$ cat src/rtl/ikbd_pkg.sv
// Shared constants, types and the ST keyboard matrix scancode table for the IKBD matrix scanner.
package ikbd_pkg;

   localparam int unsigned NUM_COLS = 15;
   localparam int unsigned NUM_ROWS = 8;
   localparam int unsigned NUM_KEYS = NUM_COLS * NUM_ROWS;
   localparam int unsigned COL_W    = 4;
   localparam int unsigned ROW_W    = 3;

   typedef logic [7:0] ikbd_event_t;
   typedef logic [NUM_COLS-1:0][NUM_ROWS-1:0] ikbd_matrix_t;

   localparam ikbd_event_t BREAK_BIT = 8'h80;

   // Indexed [col][row]; 8'h00 marks a position with no key fitted.
   localparam ikbd_event_t ST_SCANCODE [NUM_COLS][NUM_ROWS] = '{
      '{8'h00, 8'h3B, 8'h3C, 8'h3D, 8'h3E, 8'h3F, 8'h40, 8'h41},
      '{8'h42, 8'h43, 8'h44, 8'h01, 8'h0F, 8'h2A, 8'h1D, 8'h38},
      '{8'h02, 8'h03, 8'h10, 8'h11, 8'h2C, 8'h2D, 8'h00, 8'h00},
      '{8'h04, 8'h05, 8'h12, 8'h13, 8'h2E, 8'h2F, 8'h1F, 8'h20},
      '{8'h06, 8'h07, 8'h14, 8'h15, 8'h30, 8'h1E, 8'h21, 8'h22},
      '{8'h08, 8'h09, 8'h16, 8'h17, 8'h31, 8'h32, 8'h23, 8'h24},
      '{8'h0A, 8'h0B, 8'h18, 8'h19, 8'h33, 8'h34, 8'h25, 8'h26},
      '{8'h0C, 8'h0D, 8'h1A, 8'h1B, 8'h35, 8'h36, 8'h27, 8'h28},
      '{8'h0E, 8'h29, 8'h2B, 8'h1C, 8'h53, 8'h47, 8'h00, 8'h00},
      '{8'h62, 8'h61, 8'h52, 8'h3A, 8'h60, 8'h00, 8'h00, 8'h39},
      '{8'h63, 8'h64, 8'h65, 8'h66, 8'h4A, 8'h4E, 8'h00, 8'h00},
      '{8'h67, 8'h68, 8'h69, 8'h6A, 8'h6B, 8'h6C, 8'h00, 8'h00},
      '{8'h4B, 8'h48, 8'h50, 8'h4D, 8'h6D, 8'h6E, 8'h6F, 8'h00},
      '{8'h70, 8'h71, 8'h72, 8'h00, 8'h00, 8'h00, 8'h00, 8'h00},
      '{8'h00, 8'h00, 8'h00, 8'h00, 8'h00, 8'h00, 8'h00, 8'h00}
   };

endpackage

$ cat src/rtl/ikbd_matrix_scanner_if.sv
// Make/break event stream from the matrix scanner to the IKBD serial transmit path.
interface ikbd_matrix_scanner_if;
   import ikbd_pkg::*;

   logic        valid;
   ikbd_event_t data;
   logic        ready;

   modport master (output valid, output data, input ready);
   modport slave  (input valid, input data, output ready);
endinterface

$ cat src/rtl/ikbd_event_fifo.sv
// First-word-fall-through event FIFO; head, fill, full and empty are all registered.
module ikbd_event_fifo
   import ikbd_pkg::*;
#(
   parameter int unsigned DEPTH = 8
) (
   input  logic                     clk,
   input  logic                     reset,
   input  logic                     push,
   input  ikbd_event_t              din,
   input  logic                     pop,
   input  logic                     flush,
   output logic                     full,
   output logic                     empty,
   output logic [$clog2(DEPTH):0]   fill,
   output ikbd_event_t              head
);
   localparam int unsigned AW = $clog2(DEPTH);
   localparam int unsigned CW = AW + 1;
   localparam logic [CW-1:0] FULL_CNT = CW'(DEPTH);

   ikbd_event_t   mem [DEPTH];
   logic [AW-1:0] rd_ptr;
   logic [AW-1:0] wr_ptr;
   logic [AW-1:0] rd_nxt;
   logic [AW-1:0] wr_nxt;
   logic [CW-1:0] count_nxt;
   logic          do_push;
   logic          do_pop;
   ikbd_event_t   head_nxt;

   // Flush wins over push/pop; a push into a full FIFO succeeds only alongside a pop.
   always_comb begin
      do_pop    = pop && !empty && !flush;
      do_push   = push && !flush && (!full || do_pop);
      rd_nxt    = do_pop  ? rd_ptr + 1'b1 : rd_ptr;
      wr_nxt    = do_push ? wr_ptr + 1'b1 : wr_ptr;
      count_nxt = fill;
      if (flush) begin
         rd_nxt    = '0;
         wr_nxt    = '0;
         count_nxt = '0;
      end else if (do_push && !do_pop) begin
         count_nxt = fill + 1'b1;
      end else if (do_pop && !do_push) begin
         count_nxt = fill - 1'b1;
      end
      // Next head bypasses the write when the pushed word lands in the head slot.
      if (count_nxt == '0)
         head_nxt = '0;
      else if (do_push && (wr_ptr == rd_nxt))
         head_nxt = din;
      else
         head_nxt = mem[rd_nxt];
   end

   always_ff @(posedge clk or posedge reset) begin
      if (reset) begin
         rd_ptr <= '0;
         wr_ptr <= '0;
         fill   <= '0;
         empty  <= 1'b1;
         full   <= 1'b0;
         head   <= '0;
      end else begin
         rd_ptr <= rd_nxt;
         wr_ptr <= wr_nxt;
         fill   <= count_nxt;
         empty  <= (count_nxt == '0);
         full   <= (count_nxt == FULL_CNT);
         head   <= head_nxt;
      end
   end

   always_ff @(posedge clk) begin
      if (do_push)
         mem[wr_ptr] <= din;
   end

endmodule

$ cat src/rtl/ikbd_matrix_scanner.sv
// Lossless ST key matrix scanner emitting make/break scancodes into an event FIFO.
// Optional IKBD_SCAN_DEBOUNCE_EN requires a change to be seen on two consecutive visits.
module ikbd_matrix_scanner
   import ikbd_pkg::*;
#(
   parameter int unsigned SCAN_DIV   = 16,
   parameter int unsigned FIFO_DEPTH = 8
) (
   input  logic                          clk,
   input  logic                          reset,
   input  ikbd_matrix_t                  matrix,
   input  logic                          scan_en,
   input  logic                          flush,
   ikbd_matrix_scanner_if.master         ev,
   output logic                          stalled,
   output logic [$clog2(FIFO_DEPTH):0]   fill
);
   localparam int unsigned DIV_W = (SCAN_DIV > 1) ? $clog2(SCAN_DIV) : 1;
   localparam logic [DIV_W-1:0] DIV_LAST = DIV_W'(SCAN_DIV - 1);
   localparam logic [COL_W-1:0] COL_LAST = COL_W'(NUM_COLS - 1);
   localparam logic [ROW_W-1:0] ROW_LAST = ROW_W'(NUM_ROWS - 1);

   logic [DIV_W-1:0] div_cnt;
   logic [COL_W-1:0] col;
   logic [ROW_W-1:0] row;
   ikbd_matrix_t     shadow;

   logic        scan_tick;
   logic        cur;
   logic        sh;
   ikbd_event_t code;
   logic        changed;
   logic        mapped;
   logic        confirmed;
   logic        report;
   logic        pop;
   logic        can_push;
   logic        push;
   logic        blocked;
   ikbd_event_t ev_word;
   logic        fifo_full;
   logic        fifo_empty;
   ikbd_event_t fifo_head;

`ifdef IKBD_SCAN_DEBOUNCE_EN
   logic [NUM_KEYS-1:0]    pending;
   logic [COL_W+ROW_W-1:0] key_idx;
   assign key_idx = {col, row};
`endif

   // A stalled position retries every clock instead of waiting for the divider.
   always_comb begin
      scan_tick = scan_en && (stalled || (div_cnt == DIV_LAST));
      cur       = matrix[col][row];
      sh        = shadow[col][row];
      code      = ST_SCANCODE[col][row];
      changed   = (cur != sh);
      mapped    = (code != 8'h00);
`ifdef IKBD_SCAN_DEBOUNCE_EN
      confirmed = pending[key_idx];
`else
      confirmed = 1'b1;
`endif
      report    = scan_tick && changed && mapped && confirmed;
      pop       = ev.valid && ev.ready;
      can_push  = !flush && (!fifo_full || pop);
      push      = report && can_push;
      blocked   = report && !can_push;
      ev_word   = cur ? (code | BREAK_BIT) : code;
   end

   always_ff @(posedge clk or posedge reset) begin
      if (reset) begin
         div_cnt <= '0;
         col     <= '0;
         row     <= '0;
         shadow  <= '1;
         stalled <= 1'b0;
      end else begin
         if (scan_en && !stalled)
            div_cnt <= (div_cnt == DIV_LAST) ? '0 : div_cnt + 1'b1;
         if (scan_tick) begin
            stalled <= blocked;
            // The pointer only moves once the visit is fully resolved.
            if (!blocked) begin
               if (row == ROW_LAST) begin
                  row <= '0;
                  col <= (col == COL_LAST) ? '0 : col + 1'b1;
               end else begin
                  row <= row + 1'b1;
               end
            end
            if (changed && (!mapped || push))
               shadow[col][row] <= cur;
         end
      end
   end

`ifdef IKBD_SCAN_DEBOUNCE_EN
   // First mismatching visit only arms the position; a matching visit disarms it.
   always_ff @(posedge clk or posedge reset) begin
      if (reset) begin
         pending <= '0;
      end else if (scan_tick) begin
         if (!changed || !mapped || push)
            pending[key_idx] <= 1'b0;
         else if (!pending[key_idx])
            pending[key_idx] <= 1'b1;
      end
   end
`endif

   ikbd_event_fifo #(
      .DEPTH (FIFO_DEPTH)
   ) u_fifo (
      .clk   (clk),
      .reset (reset),
      .push  (push),
      .din   (ev_word),
      .pop   (pop),
      .flush (flush),
      .full  (fifo_full),
      .empty (fifo_empty),
      .fill  (fill),
      .head  (fifo_head)
   );

   assign ev.valid = !fifo_empty;
   assign ev.data  = fifo_head;

endmodule

$ cat src/flat_wrapper.sv
// flat-port wrapper written by rule: the top's interface ports become plain ports
module ikbd_matrix_scanner_flat import ikbd_pkg::*;
#(
   parameter int unsigned SCAN_DIV   = 16,
   parameter int unsigned FIFO_DEPTH = 8
)
  (clk, reset, matrix, scan_en, flush, stalled, fill, ev_valid, ev_data, ev_ready);
  ikbd_matrix_scanner_if ev_i ();
  input  logic clk;
  input  logic reset;
  input  ikbd_matrix_t matrix;
  input  logic scan_en;
  input  logic flush;
  output logic stalled;
  output logic [$clog2(FIFO_DEPTH):0] fill;
  output wire logic [$bits(ev_i.valid)-1:0] ev_valid;
  output wire logic [$bits(ev_i.data)-1:0] ev_data;
  input wire logic [$bits(ev_i.ready)-1:0] ev_ready;
  assign ev_valid = ev_i.valid;
  assign ev_data = ev_i.data;
  assign ev_i.ready = ev_ready;
  ikbd_matrix_scanner #(.SCAN_DIV(SCAN_DIV), .FIFO_DEPTH(FIFO_DEPTH)) u_core (.clk(clk), .reset(reset), .matrix(matrix), .scan_en(scan_en), .flush(flush), .ev(ev_i), .stalled(stalled), .fill(fill));
endmodule
$ cat config.mk
export PLATFORM = sky130hd
export DESIGN_NAME = ikbd_matrix_scanner_flat
export DESIGN_NICKNAME = d
export VERILOG_FILES = /design/src/rtl/ikbd_pkg.sv /design/src/rtl/ikbd_matrix_scanner_if.sv /design/src/rtl/ikbd_event_fifo.sv /design/src/rtl/ikbd_matrix_scanner.sv /design/src/flat_wrapper.sv
export SDC_FILE = /design/constraint.sdc
export NUM_CORES = 1
export LEC_CHECK = 0
export CAP_MARGIN = 20
export CORE_MARGIN = 2
export CORE_UTILIZATION = 45
export CTS_BUF_LIST = sky130_fd_sc_hd__clkbuf_2
export CTS_CLUSTER_DIAMETER = 50
export CTS_CLUSTER_SIZE = 10
export DETAILED_ROUTE_END_ITERATION = 16
export GPL_TIMING_DRIVEN = 0
export PLACE_DENSITY_LB_ADDON = 0.3
export SETUP_SLACK_MARGIN = 0.4
export SYNTH_ARGS = -nofsm -noshare
export SYNTH_HDL_FRONTEND = slang
export SYNTH_SLANG_ARGS = --single-unit
$ cat constraint.sdc
create_clock -name clk -period 5.55 [get_ports clk]
set_input_delay 0.555 -clock clk [delete_from_list [all_inputs] [get_ports clk]]
set_output_delay 0.555 -clock clk [all_outputs]
set_load 0.03 [all_outputs]
* Yosys cells after proc, flatten, opt, wreduce, memory -nomap -nowiden *
Memory sizes are Yosys's and may differ from the RTL's.
Cells that the tools add are included.

operators by class
  reductions and logical operators = 36
  order comparisons = 6
  equal/unequal tests = 6
  add/sub/neg operators = 7
  bitwise gates (word level) = 3
  mux-type cells = 33

operators by type and width
  operator             count
  $mux 64              2
  $bwmux 120           1
  $bmux 8 s4           2
  $mux 8               8
  $demux 8 s4          1
  $bmux 8 s3           1
  $mux 4               5
  $logic_and 1x1->1    18
  $mux 3               5
  $add 4x1->4 const B  3
  $eq 4x4->1 const B   3
  $add 3x1->3 const B  3
  $logic_not 1->1      8
  $reduce_bool 8->1    1
  $bmux 1 s3           2
  $ge 5x5->1 const B   1
  $lt 4x5->1 const B   1
  $mux 1               5
  $not 4->5            1
  $ge 4x1->1 const B   1
  $ge 4x4->1 const B   1
  $logic_not 4->1      1
  $logic_or 1x1->1     4
  $lt 3x4->1 const B   1
  other kinds (11)     12

word-level totals
  memories = 2
  input port bits = 125
  bits in read-only memories = 1024
  memory bits (writable) = 64
  flip-flop bits (word level) = 152

memory list
  name               depth  bits a word  read ports  clocked after Yosys merged registers in  write ports  RTL line                   source
  (no name shown)    16     64           1           0                                        0            ikbd_matrix_scanner.sv:56  code = ST_SCANCODE[col][row];
  u_core.u_fifo.mem  8      8            1           0                                        1            ikbd_event_fifo.sv:22      ikbd_event_t mem [DEPTH];

* Logic depth before layout (Yosys ltp) *
Gate-level depths: netlist (run 1).

  depth in word-level cells = 19
  mapped depth = 19
  gate-level depth less buffers = 15

* Modules after synthesis *
From an unflattened synthesis (run 1), not the netlist that was laid out.

unflattened totals
  cell total of the unflattened synthesis = 1168
  area, all modules = 13389.1 µm²

by module, submodules not included
  module               cells each  area an instance (µm²)  sequential area each (µm²)  instances
  ikbd_matrix_scanner  925         9846.9                  3453.3                      1
  ikbd_event_fifo      243         3542.1                  2423.6                      1

* Worst setup path after synthesis (run 1) *
Ideal clock, no wire load.

  path type = register to register
  start point = register u_core.col[1]
  end point = memory u_core.u_fifo.mem[4][0] in the netlist's numbering (enable)
  stages on the path, launching flop included = 17
  data arrival time = 4.008 ns
  required time = 5.165 ns
  clock period less this slack = 4.393 ns
  slack = 1.157 ns
  path buffers = 5
  path through = dfrtp_1 -> buf_6 -> buf_8 -> buf_8 -> buf_6 -> inv_4 -> ha_1 -> clkbuf_1 -> nor2b_1 -> a211oi_1 -> a31oi_1 -> o311ai_1 -> nor4_2 -> a31oi_1 -> nand2b_1 -> or3_1 -> nor3b_1

between the ends
  longest elaborated chain between the ends = 14
  elaborated cells between the ends (all ways) = 24

ends and longest elaborated chain
  what                                         RTL line                   source
  start, declared                              ikbd_matrix_scanner.sv:24  logic [COL_W-1:0] col;
  start signal, assigned                       ikbd_matrix_scanner.sv:88  col <= (col == COL_LAST) ? '0 : col + 1'b1;
  $not 4->5 (not written as such)              ikbd_matrix_scanner.sv:56
  $mem_v2 16x64                                n/a
  $mux 64 (not written as such) (2 in series)  ikbd_matrix_scanner.sv:56
  $bmux 8 s3                                   ikbd_matrix_scanner.sv:56
  $mux 8 (not written as such) (2 in series)   ikbd_matrix_scanner.sv:56
  named net u_core.code[5]                     ikbd_matrix_scanner.sv:31  ikbd_event_t code;
  $reduce_bool 8->1                            ikbd_matrix_scanner.sv:58  mapped = (code != 8'h00);
  $logic_and 1x1->1                            ikbd_matrix_scanner.sv:64  report = scan_tick && changed && mapped && confirmed;
  $logic_and 1x1->1                            ikbd_matrix_scanner.sv:67  push = report && can_push;
  $logic_and 1x1->1 (2 in series)              ikbd_event_fifo.sv:35      do_push = push && !flush && (!full || do_pop);
  $mux 1                                       ikbd_event_fifo.sv:76      if (do_push)
  $mux 1 (not written as such)                 ikbd_event_fifo.sv:77      mem[wr_ptr] <= din;
  end, declared                                ikbd_event_fifo.sv:22

The timed path passes the listed nets, and every way through them passes these cells. The select of a mux whose other input is x is not followed.

* Worst setup path in the final report (run 1) *
  start point = register u_core.col[1]
  end point = register u_core.shadow[97] in the netlist's numbering

between the ends
  longest elaborated chain between the ends = 13
  elaborated cells between the ends (all ways) = 30

ends and longest elaborated chain
  what                                             RTL line                   source
  $not 4->5 (not written as such) (*)              ikbd_matrix_scanner.sv:56
  $mem_v2 16x64 (*)                                n/a
  $mux 64 (not written as such) (*) (2 in series)  ikbd_matrix_scanner.sv:56
  $bmux 8 s3 (*)                                   ikbd_matrix_scanner.sv:56
  $mux 8 (not written as such) (*) (2 in series)   ikbd_matrix_scanner.sv:56
  named net u_core.code[5]                         ikbd_matrix_scanner.sv:31
  $reduce_bool 8->1 (*)                            ikbd_matrix_scanner.sv:58
  $logic_and 1x1->1                                ikbd_matrix_scanner.sv:64
  $logic_and 1x1->1                                ikbd_matrix_scanner.sv:67
  $logic_or 1x1->1 (*)                             ikbd_matrix_scanner.sv:93  if (changed && (!mapped || push))
  $logic_and 1x1->1 (*)                            ikbd_matrix_scanner.sv:93
  $reduce_and 2->1 (no source line) (*)            n/a
  end signal, assigned by index                    ikbd_matrix_scanner.sv:94  shadow[col][row] <= cur;
  end, declared                                    ikbd_matrix_scanner.sv:26  ikbd_matrix_t shadow;

Mark *: on every way through the listed nets, which the timed path passes. The rest lies on a longest branch. The select of a mux whose other input is x is not followed.
A chain may end at the register's enable or synchronous reset.

==> results of run 1 <==
==> power groups by stage <==
stage,clock (mW),combinational [mW],sequential [mW]
floorplan,0,2.03,2.03
global placement,0,3.31,1.98
detailed placement,0,3.33,1.98
CTS,0.844,3.35,1.95
global route,0.909,3.64,1.97
finish,0.815,3.45,1.95
==> path summary, 6_finish.rpt <==
path	slack (ps)	cells after the start	startpoint	endpoint
max	650	20	u_core.col[1]$_DFFE_PP0P_	u_core.shadow[97]$_DFFE_PP1P_
min	320	2	scan_en	u_core.stalled$_DFFE_PP0P_
max reg2reg	650	20	u_core.col[1]$_DFFE_PP0P_	u_core.shadow[97]$_DFFE_PP1P_
min reg2reg	510	1	u_core.div_cnt[3]$_DFFE_PP0P_	u_core.div_cnt[3]$_DFFE_PP0P_
max in group asynchronous	4470	3	reset	u_core.u_fifo.empty$_DFF_PP1_
min in group asynchronous	450	2	reset	u_core.shadow[104]$_DFFE_PP1P_
==> metal layers <==
metal  up-vias  GRT usage [%]  routed length, um
met5         -              0                  0
met4         0           8.13               1360
met3        94           4.20               3280
met2       439           42.5              19200
met1      5216           38.1              18000
li1       4651              -                  -
==> registers in the layout (all words and copies together) (netlist names) <==
name                  count
u_core.stalled            1
u_core.shadow           120
u_core.div_cnt            4
u_core.u_fifo.rd_ptr      3
u_core.u_fifo.empty       1
u_core.col                4
u_core.u_fifo.full        1
u_core.row                3
u_core.u_fifo.wr_ptr      3
u_core.u_fifo.fill        4
u_core.u_fifo.mem        64
u_core.u_fifo.head        8
==> cell type report <==
cell class	instances	area share [%]
antenna	1	0.0161
buffer	106	3.98
clock buffer	37	1.19
clock inverter	7	0.547
inverter	19	0.507
multi-input combinational	831	43.2
sequential	216	37.8
tap	384	3.09
timing repair buffer	151	9.67
==> kinds of logic after synthesis <==
logic type      share of synthesized area, %
simple gates                            13.7
mux                                     24.1
flops                                   44.6
compound gates                          10.0
buf+inv                                 5.24
fa+ha+maj                               1.52
xor+xnor                               0.808
==> worst max-delay path, cell delays in order, from the launching register on <==
cell      delay, ps
dfrtp_1         490
buf_6           180
buf_8           170
buf_8           180
buf_6           230
inv_4            90
ha_1            190
clkbuf_2        260
nand3b_1        160
o21ai_0          90
a222oi_1        480
o311ai_2        250
buf_2           240
nor4_2          190
a31oi_1         260
nor3_4          230
buf_4           200
buf_6           180
nand4_4         200
nor3_1          240
mux2_2          360
==> timing repair <==
| item | in CTS | in global routing |
|---|---|---|
| buffers inserted | 0 | 11 |
| setup endpoints to repair | 64 | 195 |
| resized for setup | 9 | 12 |
| pin swaps | 0 | 7 |
==> cell usage in the layout (no fill, tap or decap), types with 5 or more instances in the layout <==
cell,n
mux2i_1,107
buf_1,5
nor2_1,50
clkdlybuf4s50_1,137
edfxtp_1,64
nor3_1,18
a31oi_1,6
dfstp_2,121
a221o_1,9
dfrtp_1,31
mux2_1,78
a21oi_1,24
a211oi_1,16
inv_1,15
nand3b_1,6
nor2b_1,16
o2bb2ai_1,5
clkbuf_1,31
a22oi_1,31
nand2b_1,12
nand3_1,28
nand2_1,159
nand4_1,6
buf_4,23
and3_1,15
o21ai_0,28
and2_1,10
mux2_2,49
xnor2_1,7
a21o_1,5
ha_1,15
buf_2,42
buf_6,13
clkbuf_2,39
mux4_2,25
==> metrics by stage <==
stage | setup slack [ps] | TNS (ps)
floorplan | 1100 | 0
global placement | -1140 | -59170
detailed placement | -25.9 | -103
CTS | 299 | 0
global route | 368 | 0
finish | 647 | 0
==> impl_metrics.json, run 1 <==
{
  "status": "complete, no violations",
  "final_area_sq_um": 15500,
  "dpl.hpwl_um": 29900,
  "power_mw": 6.22,
  "slew_headroom_pct": 30.4,
  "synth_top_flop_cell": "dfstp_2",
  "yosysWarnings": 0,
  "post-synth-top-area-cell": "dfstp_2",
  "drtAntennaViolNets": 0,
  "skew_ps": 83.9,
  "die_y_um": 175,
  "area_growth_pct": 18.0,
  "yosysSeqAreaShare_pct": 44.6,
  "period_needed_ps": 4900,
  "cp.required_ps": 6350,
  "numPortBuffers": 137,
  "design.die.area_sq_um": 30700,
  "antenna_found_initial": 1,
  "grt_overflow": 0,
  "rsz0062_at_grt": "true",
  "syn_nets": 1313,
  "start_kind": "register",
  "worst_skew_pair.late_latency_ps": 870,
  "leakagePower_nw": 6.30,
  "cts_num_sinks": 216,
  "gp_congestion": 0.960,
  "async_reset_ff_share_pct": 70.4,
  "cts-root-buf": "clkbuf_2",
  "drc": 0,
  "synthTopCellsByCount": "nand2_1, dfstp_2, mux2i_1",
  "power_frac_comb_pct": 55.5,
  "final-max-slew-violation-count": 0,
  "ff_latch_area_sq_um": 5880,
  "cts_buffers": 27,
  "drt-vias-per-instance": 5.94,
  "holdWs_ps": 324,
  "cts_tree": "done",
  "io-pin-count": 139,
  "power_frac_seq_pct": 31.4,
  "wl_per_cell_um": 23.9,
  "synth_top_area_share_pct": 24.1,
  "place_area_sq_um": 15100,
  "hold_viol": 0,
  "hold_class": "in2reg",
  "grt_start_max_net_pins": 92,
  "grt_pass1_wl_um": 62700,
  "htree_levels": 1,
  "layout-drive-gt1-share_pct": 27.1,
  "vias": 10400,
  "n_fill_cell": 2591,
  "clock_power_share_pct": 13.1,
  "clkSlewWorstSetupHoldPaths_ps": 180,
  "power.share.switching_pct": 47.6,
  "drt_iter0_markers": 943,
  "wl_um": 41900,
  "crit_arrival_ps": 5700,
  "p_int_mw": 3.26,
  "fmax_ghz": 0.204,
  "maxCapViolCount": 0,
  "synth.avg_cell_area_sq_um": 11.2,
  "end_kind": "register",
  "setup_viol": 0,
  "syn_area_sq_um": 13200,
  "max-clock-path-buffers": 3,
  "synth_area_leaders": "dfstp_2, edfxtp_1, mux2i_1",
  "tightestPinTransition_ps": 1040,
  "synth.distinct_cells": 91,
  "crit_type": "reg2reg",
  "utilization_pct": 54.0,
  "final_nets": 1493,
  "critPathMaxFanout": 10,
  "holdBufCountCts": 0,
  "grt_pass1_vias": 10211,
  "fp.coreArea_sq_um": 28800,
  "p_sw_mw": 2.96,
  "multiInputGateArea_sq_um": 6710,
  "layoutNonFillerInstCount": 1752,
  "power_density_nw_per_um2": 400,
  "die_w_um": 175,
  "synth_edf_count": 64,
  "first_pass_iters": 5,
  "dpl.cell_count": 1696,
  "ys_ff_latch": 216,
  "grt_usage_pct": 26.8,
  "yosysMostFrequentCell": "nand2_1",
  "num_rows": 62,
  "ir_worst_vdd_v": 0.000240,
  "synth_cells": 1172,
  "fin_crit_sh_pct": 88.3,
  "start_util_pct": 45.8
}
(Power assumes the default switching activity.)
==> inputs of run 2 (changes only) <==
- CORE_MARGIN: 2 -> 5
==> impl_metrics.json, run 2 (same netlist as run 1, synthesis figures left out) <==
{
  "power_frac_seq_pct": 31.7,
  "grt_pass1_wl_um": 63700,
  "max-clock-path-buffers": 3,
  "p_int_mw": 3.19,
  "die_y_um": 181,
  "start_kind": "register",
  "top_regs": "u_core.shadow x120, u_core.u_fifo.mem x64, u_core.u_fifo.head x8",
  "num_rows": 62,
  "clkSlewWorstSetupHoldPaths_ps": 190,
  "crit_arrival_ps": 5710,
  "die_w_um": 181,
  "drt_iter0_markers": 929,
  "cpPeakStageDelay_ps": 610,
  "start_util_pct": 45.8,
  "drt-vias-per-instance": 5.90,
  "tns_ps": 0,
  "setup_viol": 0,
  "fmax_ghz": 0.203,
  "power.share.switching_pct": 48.3,
  "grt_overflow": 0,
  "power_frac_comb_pct": 56.4,
  "n_fill_cell": 2579,
  "r2r_slack_ps": 630,
  "cts_num_sinks": 216,
  "tightestPinTransition_ps": 1080,
  "cp_top_family": "buffers and inverters",
  "period_needed_ps": 4920,
  "antenna_found_initial": 1,
  "dpl.hpwl_um": 30600,
  "drc": 0,
  "area_growth_pct": 17.5,
  "first_pass_iters": 6,
  "final_common_cell": "nand2_1",
  "fin_crit_sh_pct": 88.6,
  "numPortBuffers": 137,
  "layout-drive-gt1-share_pct": 27.0,
  "layout_common_cells": "nand2_1, clkdlybuf4s50_1, dfstp_2",
  "hold_class": "in2reg",
  "ir_worst_vdd_v": 0.000206,
  "hold_viol": 0,
  "critPathMaxFanout": 10,
  "htree_levels": 1,
  "cp.required_ps": 6340,
  "final_area_sq_um": 15500,
  "final-max-slew-violation-count": 0,
  "end_kind": "register",
  "vias": 10345,
  "power_density_nw_per_um2": 399,
  "design.die.area_sq_um": 32800,
  "drtAntennaViolNets": 0,
  "final_nets": 1493,
  "crit_chain": "buf_6 > buf_8 > buf_8 > buf_6 > inv_4 > ha_1 > clkbuf_2 > nand3b_1 > o21ai_0 > a222oi_1 > o311ai_1 > nor4_2 > a31oi_1 > nor3_4 > buf_12 > buf_6 > nand4_4 > nor4_1 > mux2_2",
  "largest-register": "u_core.shadow",
  "clock_power_share_pct": 11.9,
  "cts_buffers": 28,
  "largest_reg_flops": 120,
  "critPathBufInv": 8,
  "wl_per_cell_um": 24.1,
  "grt_pass1_vias": 10427,
  "leakagePower_nw": 6.28,
  "io-pin-count": 139,
  "skew_ps": 72.7,
  "p_sw_mw": 2.98,
  "gp_congestion": 1.01,
  "crit_type": "reg2reg",
  "grt_start_max_net_pins": 94,
  "rsz0062_at_grt": "false",
  "fp.coreArea_sq_um": 28800,
  "holdBufCountCts": 0,
  "wl_um": 42300,
  "path_common_cell": "buf_6",
  "cts_tree": "done",
  "maxCapViolCount": 0,
  "worst_skew_pair.late_latency_ps": 830,
  "grt_usage_pct": 24.9,
  "cts-root-buf": "clkbuf_2",
  "slew_headroom_pct": 27.9,
  "place_area_sq_um": 15100,
  "status": "complete, no violations",
  "cp_slowest_cell": "a222oi_1",
  "utilization_pct": 53.8
}
run 2: per-stage QoR:
| step | std cells | setup WS [ps] | power (mW) | hold WS (ps) |
|---|---|---|---|---|
| after floorplan | 1172 | 1100 | 4.06 | 442 |
| after global placement | 1693 | -1160 | 5.30 | 467 |
| after detailed placement | 1699 | 206 | 5.33 | 492 |
| after CTS | 1744 | 341 | 6.08 | 259 |
| after global routing | 1752 | 412 | 6.46 | 295 |
| final | 1752 | 630 | 6.17 | 332 |
run 2: worst paths after layout:
kind	start	end	cells after the start
worst max-delay path	u_core.col[1]$_DFFE_PP0P_	u_core.shadow[104]$_DFFE_PP1P_	19
worst min-delay path	scan_en	u_core.stalled$_DFFE_PP0P_	2
worst max register to register	u_core.col[1]$_DFFE_PP0P_	u_core.shadow[104]$_DFFE_PP1P_	19
worst min register to register	u_core.div_cnt[3]$_DFFE_PP0P_	u_core.div_cnt[3]$_DFFE_PP0P_	1
max in group asynchronous	reset	u_core.row[2]$_DFFE_PP0P_	3
min in group asynchronous	reset	u_core.shadow[61]$_DFFE_PP1P_	2
run 2: power by group through the flow:
stage	clock [mW]	sequential, mW	combinational (mW)
after floorplan	0	2.03	2.03
after global placement	0	1.98	3.32
after detailed placement	0	1.98	3.35
after CTS	0.767	1.96	3.36
after global routing	0.840	1.97	3.66
final	0.737	1.95	3.48
run 2: what timing repair did:
| item | 4_1_cts | 5_1_grt |
|---|---|---|
| setup endpoints to repair | 52 | 192 |
| buffers inserted | 0 | 7 |
| gates cloned | 0 | 0 |
| resized for setup | 9 | 9 |
| endpoints found under the hold margin | 0 | 0 |
| pin swaps | 1 | 4 |
run 2: worst register-to-register path, delay by kind of cell (launching register included):
| kind | cells | cell delay [ps] |
|---|---|---|
| AO/OA/AOI/OAI | 4 | 1250 |
| adder cells (fa/ha/maj) | 1 | 190 |
| buffers and inverters | 8 | 1480 |
| flip-flops | 1 | 460 |
| multiplexers | 1 | 370 |
| AND/OR/NAND/NOR | 5 | 1120 |
run 2: layer usage:
layer	vias to the layer above	part of all wire, %	track usage [%]
met3	91	7.3	4.77
li1	4662	-	-
met5	-	0	0
met1	5187	44	35.2
met4	0	3.1	7.66
met2	405	46	39.2
run 2: layout make-up:
class                   count  area [sq um]  area share [%]
flip-flops and latches    216          5880            38.0
clock buffers              38           190            1.23
multi-input cells         831          6680            43.2
inverters                  19          78.8           0.509
clock inverters             7          42.5           0.275
repair buffers            150          1510            9.73
diodes                      1          2.50          0.0162
plain buffers             106           619            4.00
well taps                 384           480            3.10
